**config.mk**
```make
export PLATFORM = sky130hd
export DESIGN_NAME = tap_controller
export DESIGN_NICKNAME = d
export VERILOG_FILES = /design/src/rtl/tap_controller.sv
export SDC_FILE = /design/constraint.sdc
export NUM_CORES = 1
export LEC_CHECK = 0
export BUFFER_PORTS_ARGS = -buffer_cell sky130_fd_sc_hd__buf_4
export CAP_MARGIN = 20
export CORE_MARGIN = 2
export CORE_UTILIZATION = 32
export CTS_BUF_LIST = sky130_fd_sc_hd__clkbuf_8
export DETAILED_ROUTE_END_ITERATION = 8
export PLACE_DENSITY = 0.5
export SLEW_MARGIN = 0
export SYNTH_ARGS = -nofsm -noshare
export SYNTH_HDL_FRONTEND = slang
export SYNTH_SLANG_ARGS = --single-unit
```
**constraint.sdc**
```tcl
create_clock -name ICLK -period 3.35 [get_ports ICLK]
set_input_delay 0.67 -clock ICLK [delete_from_list [all_inputs] [get_ports ICLK]]
set_output_delay 0.67 -clock ICLK [all_outputs]
set_load 0.1 [all_outputs]
```
**src/rtl/tap_controller.sv**
```systemverilog
// IEEE 1149.1 TAP controller running off a single system clock, advanced by tck_en strobes.
// Holds the instruction register plus the BYPASS and IDCODE data registers, and drives an external boundary scan chain.
module tap_controller #(
    parameter logic [31:0] IDCODE   = 32'h1000_0001,
    parameter int          IR_WIDTH = 4
) (
    input  logic       ICLK,
    input  logic       rst,
    input  logic       tck_en,
    input  logic       tms,
    input  logic       tdi,
    input  logic       bsr_so,
    output logic       tdo,
    output logic       tdo_en,
    output logic       bsr_si,
    output logic       shift_dr,
    output logic       clk_dr,
    output logic       update_dr,
    output logic       mode,
    output logic [3:0] tap_state
);
    // state  | meaning
    // TLR    | test-logic-reset, instruction forced to IDCODE
    // RTI    | run-test/idle
    // SEL_DR | select DR scan
    // CAP_DR | capture into the selected data register
    // SH_DR  | shift the selected data register
    // EX1_DR | exit1 DR
    // PA_DR  | pause DR
    // EX2_DR | exit2 DR
    // UPD_DR | update DR
    // SEL_IR | select IR scan
    // CAP_IR | capture fixed pattern into the IR shifter
    // SH_IR  | shift the IR shifter
    // EX1_IR | exit1 IR
    // PA_IR  | pause IR
    // EX2_IR | exit2 IR
    // UPD_IR | update IR
    typedef enum logic [3:0] {
        TLR, RTI, SEL_DR, CAP_DR, SH_DR, EX1_DR, PA_DR, EX2_DR, UPD_DR,
        SEL_IR, CAP_IR, SH_IR, EX1_IR, PA_IR, EX2_IR, UPD_IR
    } state_t;

    localparam logic [IR_WIDTH-1:0] INSTR_EXTEST = '0;
    localparam logic [IR_WIDTH-1:0] INSTR_SAMPLE = IR_WIDTH'(1);
    localparam logic [IR_WIDTH-1:0] INSTR_IDCODE = IR_WIDTH'(2);
    localparam logic [IR_WIDTH-1:0] IR_CAPTURE   = IR_WIDTH'(5);

    state_t              state;
    state_t              next_state;
    logic [IR_WIDTH-1:0] ir;
    logic [IR_WIDTH-1:0] ir_shift;
    logic                bypass;
    logic [31:0]         idreg;
    logic                sel_chain;
    logic                sel_id;

    always_comb begin
        next_state = TLR;
        case (state)
            TLR:    next_state = tms ? TLR    : RTI;
            RTI:    next_state = tms ? SEL_DR : RTI;
            SEL_DR: next_state = tms ? SEL_IR : CAP_DR;
            CAP_DR: next_state = tms ? EX1_DR : SH_DR;
            SH_DR:  next_state = tms ? EX1_DR : SH_DR;
            EX1_DR: next_state = tms ? UPD_DR : PA_DR;
            PA_DR:  next_state = tms ? EX2_DR : PA_DR;
            EX2_DR: next_state = tms ? UPD_DR : SH_DR;
            UPD_DR: next_state = tms ? SEL_DR : RTI;
            SEL_IR: next_state = tms ? TLR    : CAP_IR;
            CAP_IR: next_state = tms ? EX1_IR : SH_IR;
            SH_IR:  next_state = tms ? EX1_IR : SH_IR;
            EX1_IR: next_state = tms ? UPD_IR : PA_IR;
            PA_IR:  next_state = tms ? EX2_IR : PA_IR;
            EX2_IR: next_state = tms ? UPD_IR : SH_IR;
            UPD_IR: next_state = tms ? SEL_DR : RTI;
            default: next_state = TLR;
        endcase
    end

    always_ff @(posedge ICLK or posedge rst) begin
        if (rst) begin
            state    <= TLR;
            ir       <= INSTR_IDCODE;
            ir_shift <= IR_CAPTURE;
            bypass   <= 1'b0;
            idreg    <= IDCODE;
        end else if (tck_en) begin
            state <= next_state;
            case (state)
                CAP_IR: ir_shift <= IR_CAPTURE;
                SH_IR:  ir_shift <= {tdi, ir_shift[IR_WIDTH-1:1]};
                CAP_DR: begin
                    bypass <= 1'b0;
                    idreg  <= IDCODE;
                end
                SH_DR: begin
                    bypass <= tdi;
                    idreg  <= {tdi, idreg[31:1]};
                end
                default: ;
            endcase
            // Entering TLR restores IDCODE on the same edge, so ir is never stale while in TLR.
            if (next_state == TLR)
                ir <= INSTR_IDCODE;
            else if (state == UPD_IR)
                ir <= ir_shift;
        end
    end

    assign sel_chain = (ir == INSTR_EXTEST) || (ir == INSTR_SAMPLE);
    assign sel_id    = (ir == INSTR_IDCODE);
    assign tap_state = state;

    always_comb begin
        tdo       = 1'b0;
        tdo_en    = 1'b0;
        bsr_si    = 1'b0;
        shift_dr  = 1'b0;
        clk_dr    = 1'b0;
        update_dr = 1'b0;
        mode      = 1'b0;
        if (!rst) begin
            tdo_en   = (state == SH_IR) || (state == SH_DR);
            shift_dr = (state == SH_DR);
            mode     = (ir == INSTR_EXTEST);
            bsr_si   = tdi;
            if (sel_chain) begin
                clk_dr    = tck_en && ((state == CAP_DR) || (state == SH_DR));
                update_dr = tck_en && (state == UPD_DR);
            end
            if (state == SH_IR)
                tdo = ir_shift[0];
            else if (state == SH_DR) begin
                if (sel_chain)
                    tdo = bsr_so;
                else if (sel_id)
                    tdo = idreg[0];
                else
                    tdo = bypass;
            end
        end
    end
endmodule

```
## Word level (Yosys, flattened, before mapping)

Cells that the tools add are included.
W data, S select, Z words.

- Add/sub/neg operators: 0
- Multipliers: 0
- Div/mod/pow operators: 0
- Magnitude comparators: 0
- Equality and inequality tests: 17
- Shifts and indexed selects: 0
- Multiplexer cells: 31
- Bitwise gates (word level): 0
- Reduce and logical (&&, ||, !) cells: 17

Operators by type and width:

| operator | count |
|---|---|
| $pmux W32 S2 | 1 |
| $pmux W4 S12 | 1 |
| $eq A4 B4 Y1 const B | 8 |
| $mux W4 | 6 |
| $eq A4 B3 Y1 const B | 4 |
| $mux W1 | 16 |
| $eq A4 B2 Y1 const B | 3 |
| $logic_not A4 Y1 | 3 |
| $eq A4 B1 Y1 const B | 2 |
| $pmux W4 S2 | 1 |
| $mux W2 | 3 |
| $mux W3 | 2 |
| $reduce_and A2 Y1 | 3 |
| $reduce_bool A2 Y1 | 3 |
| $reduce_or A2 Y1 | 2 |
| $logic_or A1 B1 Y1 | 3 |
| $reduce_or A3 Y1 | 1 |
| $logic_and A1 B1 Y1 | 2 |
| $pmux W1 S2 | 1 |

- Register bits after elaboration: 45
- Latch bits: 0
- Bits in writable memories: 0
- ROM bits: 0
- Input port bits: 6
- Memories: 0

## Logic depth before layout (Yosys ltp)

Gate-level depths: netlist of the first run.

- Depth in word-level cells: 6
- Mapped depth: 6
- Depth with buffers taken out: 4

## Worst setup path after synthesis of the first run

OpenSTA, ideal clock, no wires.

- Path kind: input to output
- Start point: input port rst
- End point: output port update_dr
- Arrival time: 4.823 ns
- Path slack: -2.143 ns
- Stages: 3
- Cell sequence: inv_1 -> nand4_1 -> nor4_1

- Cells in the longest elaborated chain, start to end: 1

RTL lines:

| item | RTL line | source |
|---|---|---|
| start: declaration | 8 | `input logic rst,` |
| $mux W1 | 123 | `if (!rst) begin` |
| end: declaration | 18 | `output logic update_dr,` |

No other way between the ends.

## Worst setup path after layout of the first run

- Start point: register state[2], in the netlist tap_state[2]
- End point: output port tdo

- Cells in the longest elaborated chain, start to end: 4

RTL lines:

| item | RTL line | source |
|---|---|---|
| start: declaration | 49 | `state_t state;` |
| start signal: assignment | 89 | `state <= next_state;` |
| $eq A4 B3 Y1 | 134 | `else if (state == SH_DR) begin` |
| $mux W1 | 134 |  |
| $mux W1 (*) | 132 | `if (state == SH_IR)` |
| $mux W1 (*) | 123 |  |
| end: declaration | 13 | `output logic tdo,` |

Mark *: on every way between the ends. The rest lies on a longest branch, timed or not.

==> impl_results.md, run 1 <==
- Final Critical Period: 2.96 ns
- Sw Share: between 40% and 50%
- Pwr/cell area: around 900 nW/um^2
- Worst setup SP type: flip-flop
- Status: finished, final reports clean
- Yosys warning count: 0
- GRT Overall Usage: between 10% and 20%
- Hold Crit Start: ir_shift[2]$_DFFE_PP1P_
- Die Y: 83.6 um
- Cell area after synthesis: approximately 2000 sq um
- Async S/R FF share, synth: 100%
- Nets: 207
- Port bufs: 16
- Worst-Skew Late Latency: 0.29 ns
- CP Capture Type: output port
- CTS Buf Count: 5
- Final period util: a little under 90%
- Clock Power Share: roughly 22%
- Hold-fix buffers, CTS: 0
- IO Pins: 17
- Final HPWL DP: 2590 um
- Worst Path Required: 2.68 ns
- Max Fclk: about 0.34 GHz
- Syn nets: 193
- Switching pwr: 0.905 mW
- Worst EP arrival: 2.29 ns
- Seq cells post-synth: 44
- Setup slack, reg-to-reg: 1.34 ns
- GRT overflow: 0
- RSZ-0062 raised after global routing: no
- Hold_ws: 0.481 ns
- Largest net degree at the start of global routing: between 40 and 50
- CP Launch Point: tap_state[2]$_DFFE_PP0P_
- Drt wl/cell: approximately 14 um
- Post-CTS setup buffers: 0
- GP Congestion: around 0.74
- Die width: 83.6 um
- Combinational share of power: 41.0%
- Final setup viols: 0
- Fin cells: 277
- # clock sinks: 44
- CP Max Fanout: 17
- HP Class: flip-flop to flip-flop
- Most used DFF post-synth: dfrtp_1
- Post-cts sizing count: 0
- Cell-internal power: 1.21 mW
- Clock Path Buffers: 2
- Leak: 1.09 nW
- Post-Syn Instances: roughly 190
- Slew headroom: around 63%
- Setup TNS: 0 ns
- Flop pwr share: a little under two fifths
- Peak supply drop: 0.522 mV
- Layout cells sized above 1: around a fifth
- Worst slew pin tran: roughly 0.55 ns
- # H-tree levels: 2
- Final ANT Viol Nets: 0
- Filler cell count: just under 600
- DP Cell Count: 269
- Vias after detailed routing: between 1k and 1.5k
- Placement Cell Area: 2230 sq um
- Initial DRT Pass Iterations: 4
- Core footprint: between 6000 and 7000 sq um
- Post-layout instance area: 2360 sq um
- First-pass GRT wire length: 6940 um
- Crit Reg-Reg Startpoint: tap_state[2]$_DFFE_PP0P_
- Drt via density: roughly 5.3
- Initial Util: 33.6%
- Slew Viols, Final: 0
- Syn Area/Cell: 10.8 sq um
- Worst clock skew: 0.00576 ns
- Row cnt: 28
- Vias in the first global route: 1368
- Initial antenna violation count: 0
- TritonCTS clock tree: done
- Distinct cells, synth: 40
- Max-cap violations: 0
- Drt drc: 0
- Hold Vio Cnt, Final: 0
- 1st-iter DRT viols: 64
- Antenna fix cells: 0
- Worst-path clk slew: 0.08 ns
- Synth-to-Final Area Change: 16.6%
- Post-synth EDFFs: 0
- Critical path class: flip-flop to output port
- Sequential share of the synthesized area: 54.7%
- Die area: approximately 7000 sq um
- WL final: 3970 um
- Root buffer cell: clkbuf_8
[cells in the final DEF, fill, tap and decap left out, types with 2 or more instances in the layout]
master,instances
inv_1,9
nor3_1,4
bufinv_16,2
clkbuf_8,5
mux2i_1,3
buf_4,20
nor2_1,5
nand2b_1,5
nor2b_1,6
nand2_1,18
nand3_1,3
dfrtp_1,39
a31oi_1,2
dfstp_2,5
o21ai_1,5
a22o_1,31
a21oi_1,10
o21ai_0,4
o211ai_1,2
[registers in the layout, indices dropped and copies added, names as in the netlist]
register,flops
idreg,32
ir,4
ir_shift,4
tap_state,4
[routing by layer]
layer  vias to the layer above  wire length [um]  global-route usage, %
met5                         -                 0                      0
met4                         0                74                   5.28
met3                         7               144                   2.47
met2                        28              1750                   17.3
met1                       720              2000                   17.5
li1                        704                 -                      -
[path summary, 6_finish.rpt]
kind | end | depth (start not counted)
worst max-delay path | tdo | 4
worst min-delay path | ir_shift[2]$_DFFE_PP1P_ | 2
worst max register to register | idreg[25]$_DFFE_PP0P_ | 5
worst min register to register | ir_shift[2]$_DFFE_PP1P_ | 2
max in group asynchronous | idreg[28]$_DFFE_PP1P_ | 3
min in group asynchronous | ir_shift[3]$_DFFE_PP0P_ | 3
[power by group through the flow]
stage          Clock (mW)  Sequential [mW]  Combinational (mW)
5_1_grt             0.513            0.806               0.932
3_3_place_gp            0            0.787               0.855
6_report            0.466            0.783               0.869
2_1_floorplan           0            0.887               0.607
3_5_place_dp            0            0.792               0.872
4_1_cts             0.483            0.783               0.876
[critical path: stages (launching register included)]
cell and delay, ns:
dfrtp_1 0.65, or3b_4 0.48, or3_4 0.37, o31ai_4 0.17
buf_4 0.32
[cells by family after synthesis]
| family | synth area share [%] |
|---|---|
| xor+xnor | 0.432 |
| mux | 1.48 |
| compound gates | 23.2 |
| flops | 54.7 |
| buf+inv | 5.56 |
| simple gates | 14.6 |
[metrics by stage]
stage	power [mW]	setup WS, ns	util, %
final	2.12	0.393	39.2
after CTS	2.14	0.389	39.2
after global routing	2.25	0.324	39.2
after global placement	1.64	0.773	37.0
after floorplan	1.49	0.00119	-
after detailed placement	1.66	0.725	37.0
[synthesized netlist by cell type (2+ instances only)]
cell type  count  area share, %
dfstp_2        5            6.5
nor2_1         7            1.3
dfrtp_1       39             48
nand2_1       18            3.3
o21ai_1        5            1.2
nand3_1        3           0.74
a31oi_1        2           0.62
a21oi_1       10            2.5
a22o_1        31             13
o211ai_1       2           0.74
nor3_1         4           0.99
inv_1          9            1.7
mux2i_1        3            1.5
buf_2          6            1.5
o21ai_0        4           0.99
clkbuf_1       4           0.74
nand2b_1       5            1.5
nor2b_1        6            1.9
buf_6          3            1.7
[layout make-up]
cell class                      instances  area (sq um)  share of cell area (%)
Tap cell                               75          93.8                    3.97
Timing Repair Buffer                   20           150                    6.36
Clock inverter                          3          63.8                    2.70
Sequential cell                        44          1110                    46.9
Clock buffer                            5          68.8                    2.91
Multi-Input combinational cell        121           840                    35.6
Inverter                                9          37.5                    1.59
Note: power is estimated with default switching activity, not from simulation.
==> run 2: changes to the inputs <==
--- a/config.mk
+++ b/config.mk
@@ -6,12 +6,10 @@
 export NUM_CORES = 1
 export LEC_CHECK = 0
 export BUFFER_PORTS_ARGS = -buffer_cell sky130_fd_sc_hd__buf_4
-export CAP_MARGIN = 20
-export CORE_MARGIN = 2
-export CORE_UTILIZATION = 32
+export CORE_UTILIZATION = 61
 export CTS_BUF_LIST = sky130_fd_sc_hd__clkbuf_8
 export DETAILED_ROUTE_END_ITERATION = 8
-export PLACE_DENSITY = 0.5
+export PLACE_DENSITY = 0.83
 export SLEW_MARGIN = 0
 export SYNTH_ARGS = -nofsm -noshare
 export SYNTH_HDL_FRONTEND = slang
==> impl_results.md, run 2 (synthesis results as in run 1) <==
- IO Pins: 17 (unchanged)
- Row cnt: 20 (-29%)
- Final core utilization: 74.7% (+36 points)
- Final Critical Period: 2.85 ns (-0.105 ns)
- Final period util: 85.1% (-3.1 points)
- Layout cells sized above 1: 21.7% (+0.88 points)
- Largest register FFs: 32 (unchanged)
- CP Capture Type: output port
- RSZ-0062 raised after global routing: no
- Most common cell after layout, fill and taps aside: dfrtp_1
- Pwr/cell area: 904 nW/um^2 (+0.78%)
- Worst clock skew: 0.00498 ns (-0.000783 ns)
- Setup TNS: 0 ns (unchanged)
- GRT overflow: 0 (unchanged)
- Max-cap violations: 0 (unchanged)
- Critical path class: flip-flop to output port
- Worst Path Required: 2.68 ns (about the same)
- Worst slew pin tran: 0.532 ns (-0.0198 ns)
- Final HPWL DP: 2660 um (+2.7%)
- Core footprint: 3100 sq um (-49%)
- # clock sinks: 44 (unchanged)
- CP Max Fanout: 13 (-4)
- Leak: 1.09 nW (-0.30%)
- Initial antenna violation count: 0 (unchanged)
- Die Y: 59.6 um (-29%)
- Vias in the first global route: 1471 (+7.5%)
- WL final: 4070 um (+2.4%)
- GP Congestion: 0.823 (+11%)
- Drt drc: 0 (unchanged)
- Max Fclk: 0.351 GHz (+3.7%)
- Worst-path clk slew: 0.08 ns (about the same)
- Die width: 59.6 um (-29%)
- HP Class: flip-flop to flip-flop
- 1st-iter DRT viols: 77 (+20%)
- Root buffer cell: clkbuf_8
- # H-tree levels: 2 (unchanged)
- Die area: 3560 sq um (-49%)
- Vias after detailed routing: 1496 (+2.5%)
- Largest Register: idreg
- Worst EP arrival: 2.18 ns (-0.11 ns)
- TritonCTS clock tree: done
- Synth-to-Final Area Change: 14.5%
- Nets: 208 (+0.48%)
- Initial Util: 65.3% (+32 points)
- Clock Path Buffers: 2 (unchanged)
- Antenna fix cells: 0 (unchanged)
- Slew Viols, Final: 0 (unchanged)
- Hold Vio Cnt, Final: 0 (unchanged)
- Post-CTS setup buffers: 0 (unchanged)
- Post-cts sizing count: 0 (unchanged)
- GRT Overall Usage: 26.5% (+14 points)
- Hold-fix buffers, CTS: 0 (unchanged)
- Slew headroom: 64.5% (+1.3 points)
- Initial DRT Pass Iterations: 4 (unchanged)
- Final setup viols: 0 (unchanged)
- Largest net degree at the start of global routing: 45 (unchanged)
- CTS Buf Count: 5 (unchanged)
- Status: finished, final reports clean
- Worst-Skew Late Latency: 0.30 ns (about the same)
- Port bufs: 16 (unchanged)
- Final ANT Viol Nets: 0 (unchanged)
- First-pass GRT wire length: 6770 um (-2.5%)
- Peak supply drop: 0.756 mV (+45%)
- Drt wl/cell: 16.5 um (+15%)
- Worst setup SP type: flip-flop
- Most frequent cells in the layout: 39 x dfrtp_1, 31 x a22o_1, 21 x buf_4
- Drt via density: 6.06 (+15%)
- Power Total: 2.10 mW (-1.0%)
run 2: cell types whose count changed in the layout (fill, tap and decap cells not counted):
cell / delta
bufinv_16: -1
inv_1: -1
clkbuf_8: +1
buf_4: +1
clkinv_4: +1
run 2: metal layers:
metal  global-route usage, %  routed length, um  up-vias
met1                    35.6               1880      744
met4                    8.97                 60        0
met3                    7.86                165        9
met2                    41.1               1960       42
met5                       0                  0        -
li1                        -                  -      701
run 2: worst paths after layout:
check / startpoint / to / slack (ns) / depth (start not counted)
min reg2reg: ir_shift[2]$_DFFE_PP1P_ / ir_shift[2]$_DFFE_PP1P_ / 0.48 / 2
min in group asynchronous: rst / idreg[10]$_DFFE_PP0P_ / 0.56 / 3
max in group asynchronous: rst / ir_shift[0]$_DFFE_PP1P_ / 2.42 / 3
max reg2reg: tap_state[1]$_DFFE_PP0P_ / idreg[30]$_DFFE_PP0P_ / 1.45 / 5
min: ir_shift[2]$_DFFE_PP1P_ / ir_shift[2]$_DFFE_PP1P_ / 0.48 / 2
max: tap_state[1]$_DFFE_PP0P_ / tdo / 0.50 / 4
run 2: final cells by class:
| cell class | count | area (sq um) |
|---|---|---|
| Tap cell | 44 | 55.1 |
| Fill cell | 216 | 785 |
| Sequential cell | 44 | 1110 |
| Clock buffer | 6 | 82.6 |
| Timing Repair Buffer | 21 | 158 |
| Clock inverter | 2 | 38.8 |
| Inverter | 9 | 37.5 |
| Multi-Input combinational cell | 121 | 840 |
run 2: worst max-delay path, cell delays in order (launching register included):
cell	delay (ns)
dfrtp_1	0.53
or3b_4	0.49
or3_4	0.38
o31ai_4	0.17
buf_4	0.32
run 2: through the flow:
stage                     cells  cell area (sq um)  hold slack [ns]  setup WS [ns]
final                       247               2320            0.484          0.498
after global routing        247               2320            0.513          0.446
after detailed placement    239               2200            0.474          0.822
after CTS                   247               2320            0.485          0.487
after floorplan             187               2060            0.449        0.00119
after global placement      239               2200            0.463          0.838
run 2: power by group:
group	total (mW)	internal [mW]	switching (mW)
sequential	0.766	0.656	0.110
clock	0.422	0.244	0.178
combinational	0.908	0.270	0.638
==> run 3: changes to the inputs <==
==> constraint.sdc (replaced) <==
create_clock -name ICLK -period 3.35 [get_ports ICLK]
set_input_delay 0.1675 -clock ICLK [delete_from_list [all_inputs] [get_ports ICLK]]
set_output_delay 0.1675 -clock ICLK [all_outputs]
set_load 0.1 [all_outputs]
==> impl_results.md, run 3 (synthesis results as in run 1) <==
- CTS Buf Count: 5 (unchanged)
- 1st-iter DRT viols: 103 (+34%)
- Drt wl/cell: 16.4 um (-0.20%)
- Initial DRT Pass Iterations: 4 (unchanged)
- # clock sinks: 44 (unchanged)
- Slew Viols, Final: 0 (unchanged)
- Largest register FFs: 32 (unchanged)
- Hold Vio Cnt, Final: 0 (unchanged)
- Worst EP arrival: 2.33 ns (+0.15 ns)
- Critical path class: flip-flop to output port
- Nets: 206 (-0.96%)
- CP Capture Type: output port
- RSZ-0062 raised after global routing: no
- Die Y: 59.6 um (unchanged)
- Crit Reg-Reg Startpoint: tap_state[2]$_DFFE_PP0P_
- Post-CTS setup buffers: 0 (unchanged)
- Port bufs: 16 (unchanged)
- FF-to-FF End: idreg[24]$_DFFE_PP0P_
- Final ANT Viol Nets: 0 (unchanged)
- Largest Register: idreg
- Largest net degree at the start of global routing: 45 (unchanged)
- IO Pins: 17 (unchanged)
- Pwr/cell area: 888 nW/um^2 (-1.7%)
- WL final: 4030 um (-1.0%)
- Hold_ws: 0.0707 ns (-0.413 ns)
- # H-tree levels: 2 (unchanged)
- Final HPWL DP: 2580 um (-3.2%)
- Worst-Skew Late Latency: 0.29 ns (about the same)
- Clock Path Buffers: 2 (unchanged)
- Most frequent cells in the layout: 39 x dfrtp_1, 31 x a22o_1, 19 x buf_4
- Final core utilization: 73.1% (-1.7 points)
- Die width: 59.6 um (unchanged)
- Die area: 3560 sq um (unchanged)
- Vias in the first global route: 1389 (-5.6%)
- Slew headroom: 62.1% (-2.5 points)
- GP Congestion: 0.818 (-0.60%)
- Initial antenna violation count: 0 (unchanged)
- Status: finished, final reports clean
- Setup slack, reg-to-reg: 1.38 ns (-0.07 ns)
- Max Fclk: 0.400 GHz (+14%)
- HP Class: input pin to async pin
- Initial Util: 65.3% (unchanged)
- Peak supply drop: 0.640 mV (-15%)
- Most common cell after layout, fill and taps aside: dfrtp_1
- Core footprint: 3100 sq um (unchanged)
- TritonCTS clock tree: done
- Worst Path Required: 3.18 ns (+0.50 ns)
- Worst-path clk slew: 0.07 ns (about the same)
- Drt via density: 6.18 (+2.0%)
- Final Critical Period: 2.50 ns (-0.354 ns)
- Worst slew pin tran: 0.569 ns (+0.0373 ns)
- GRT overflow: 0 (unchanged)
- Final period util: 74.6% (-11 points)
- Row cnt: 20 (unchanged)
- First-pass GRT wire length: 6510 um (-3.8%)
- Post-cts sizing count: 0 (unchanged)
- Synth-to-Final Area Change: 11.9%
- Vias after detailed routing: 1514 (+1.2%)
- Max-cap violations: 0 (unchanged)
- Worst clock skew: 0.00349 ns (-0.00149 ns)
- Worst setup SP type: flip-flop
- Hold-fix buffers, CTS: 0 (unchanged)
- Leak: 1.08 nW (-0.82%)
- Final setup viols: 0 (unchanged)
- GRT Overall Usage: 25.5% (-0.96 points)
- Drt drc: 0 (unchanged)
- Layout cells sized above 1: 18.9% (-2.8 points)
- Root buffer cell: clkbuf_8
- CP Max Fanout: 17 (+4)
- Antenna fix cells: 0 (unchanged)
- R2r worst-path depth: 5 (unchanged)
-- run 3: how the worst max path moves through the flow --
stage / from / end / cells after the start
2_1_floorplan: tap_state[3]$_DFFE_PP0P_ / update_dr / 4
3_3_place_gp: tap_state[0]$_DFFE_PP0P_ / tdo / 4
3_5_place_dp: tap_state[2]$_DFFE_PP0P_ / tdo / 4
4_1_cts: tap_state[2]$_DFFE_PP0P_ / tdo / 4
5_1_grt: tap_state[2]$_DFFE_PP0P_ / tdo / 4
6_report: tap_state[2]$_DFFE_PP0P_ / tdo / 4
-- run 3: layout make-up --
cell class                      count  area (sq um)
Clock buffer                        5          68.8
Clock inverter                      3          38.8
Fill cell                         230           836
Inverter                            9          33.8
Multi-Input combinational cell    121           821
Sequential cell                    44          1110
Tap cell                           44          55.1
Timing Repair Buffer               19           143
-- run 3: layer usage --
| metal | part of all wire [%] | GRT usage, % | wire, um |
|---|---|---|---|
| met1 | 43 | 33.8 | 1750 |
| met2 | 50 | 39.2 | 2020 |
| met3 | 3.5 | 6.99 | 140 |
| met4 | 2.9 | 12.0 | 116 |
| met5 | 0 | 0 | 0 |
-- run 3: per-stage QoR --
step	setup slack [ns]	std cells	TNS [ns]	cell area [sq um]	power [mW]
detailed placement	1.17	237	0	2160	1.63
global route	0.772	245	0	2270	2.12
global placement	1.22	237	0	2160	1.59
finish	0.852	245	0	2270	2.01
CTS	0.854	245	0	2270	2.02
floorplan	-0.0544	187	-0.0544	2040	1.48
-- run 3: where the power goes --
group	switching [mW]	internal (mW)	total, mW	leakage (nW)
sequential	0.156	0.655	0.811	0.584
combinational	0.569	0.252	0.821	0.433
clock	0.163	0.218	0.382	0.0593
-- run 3: worst max-delay path: stages (launching register included) --
cell     delay [ns]
dfrtp_1        0.64
or3b_4         0.47
or3_4          0.37
o31ai_4        0.23
buf_4          0.31
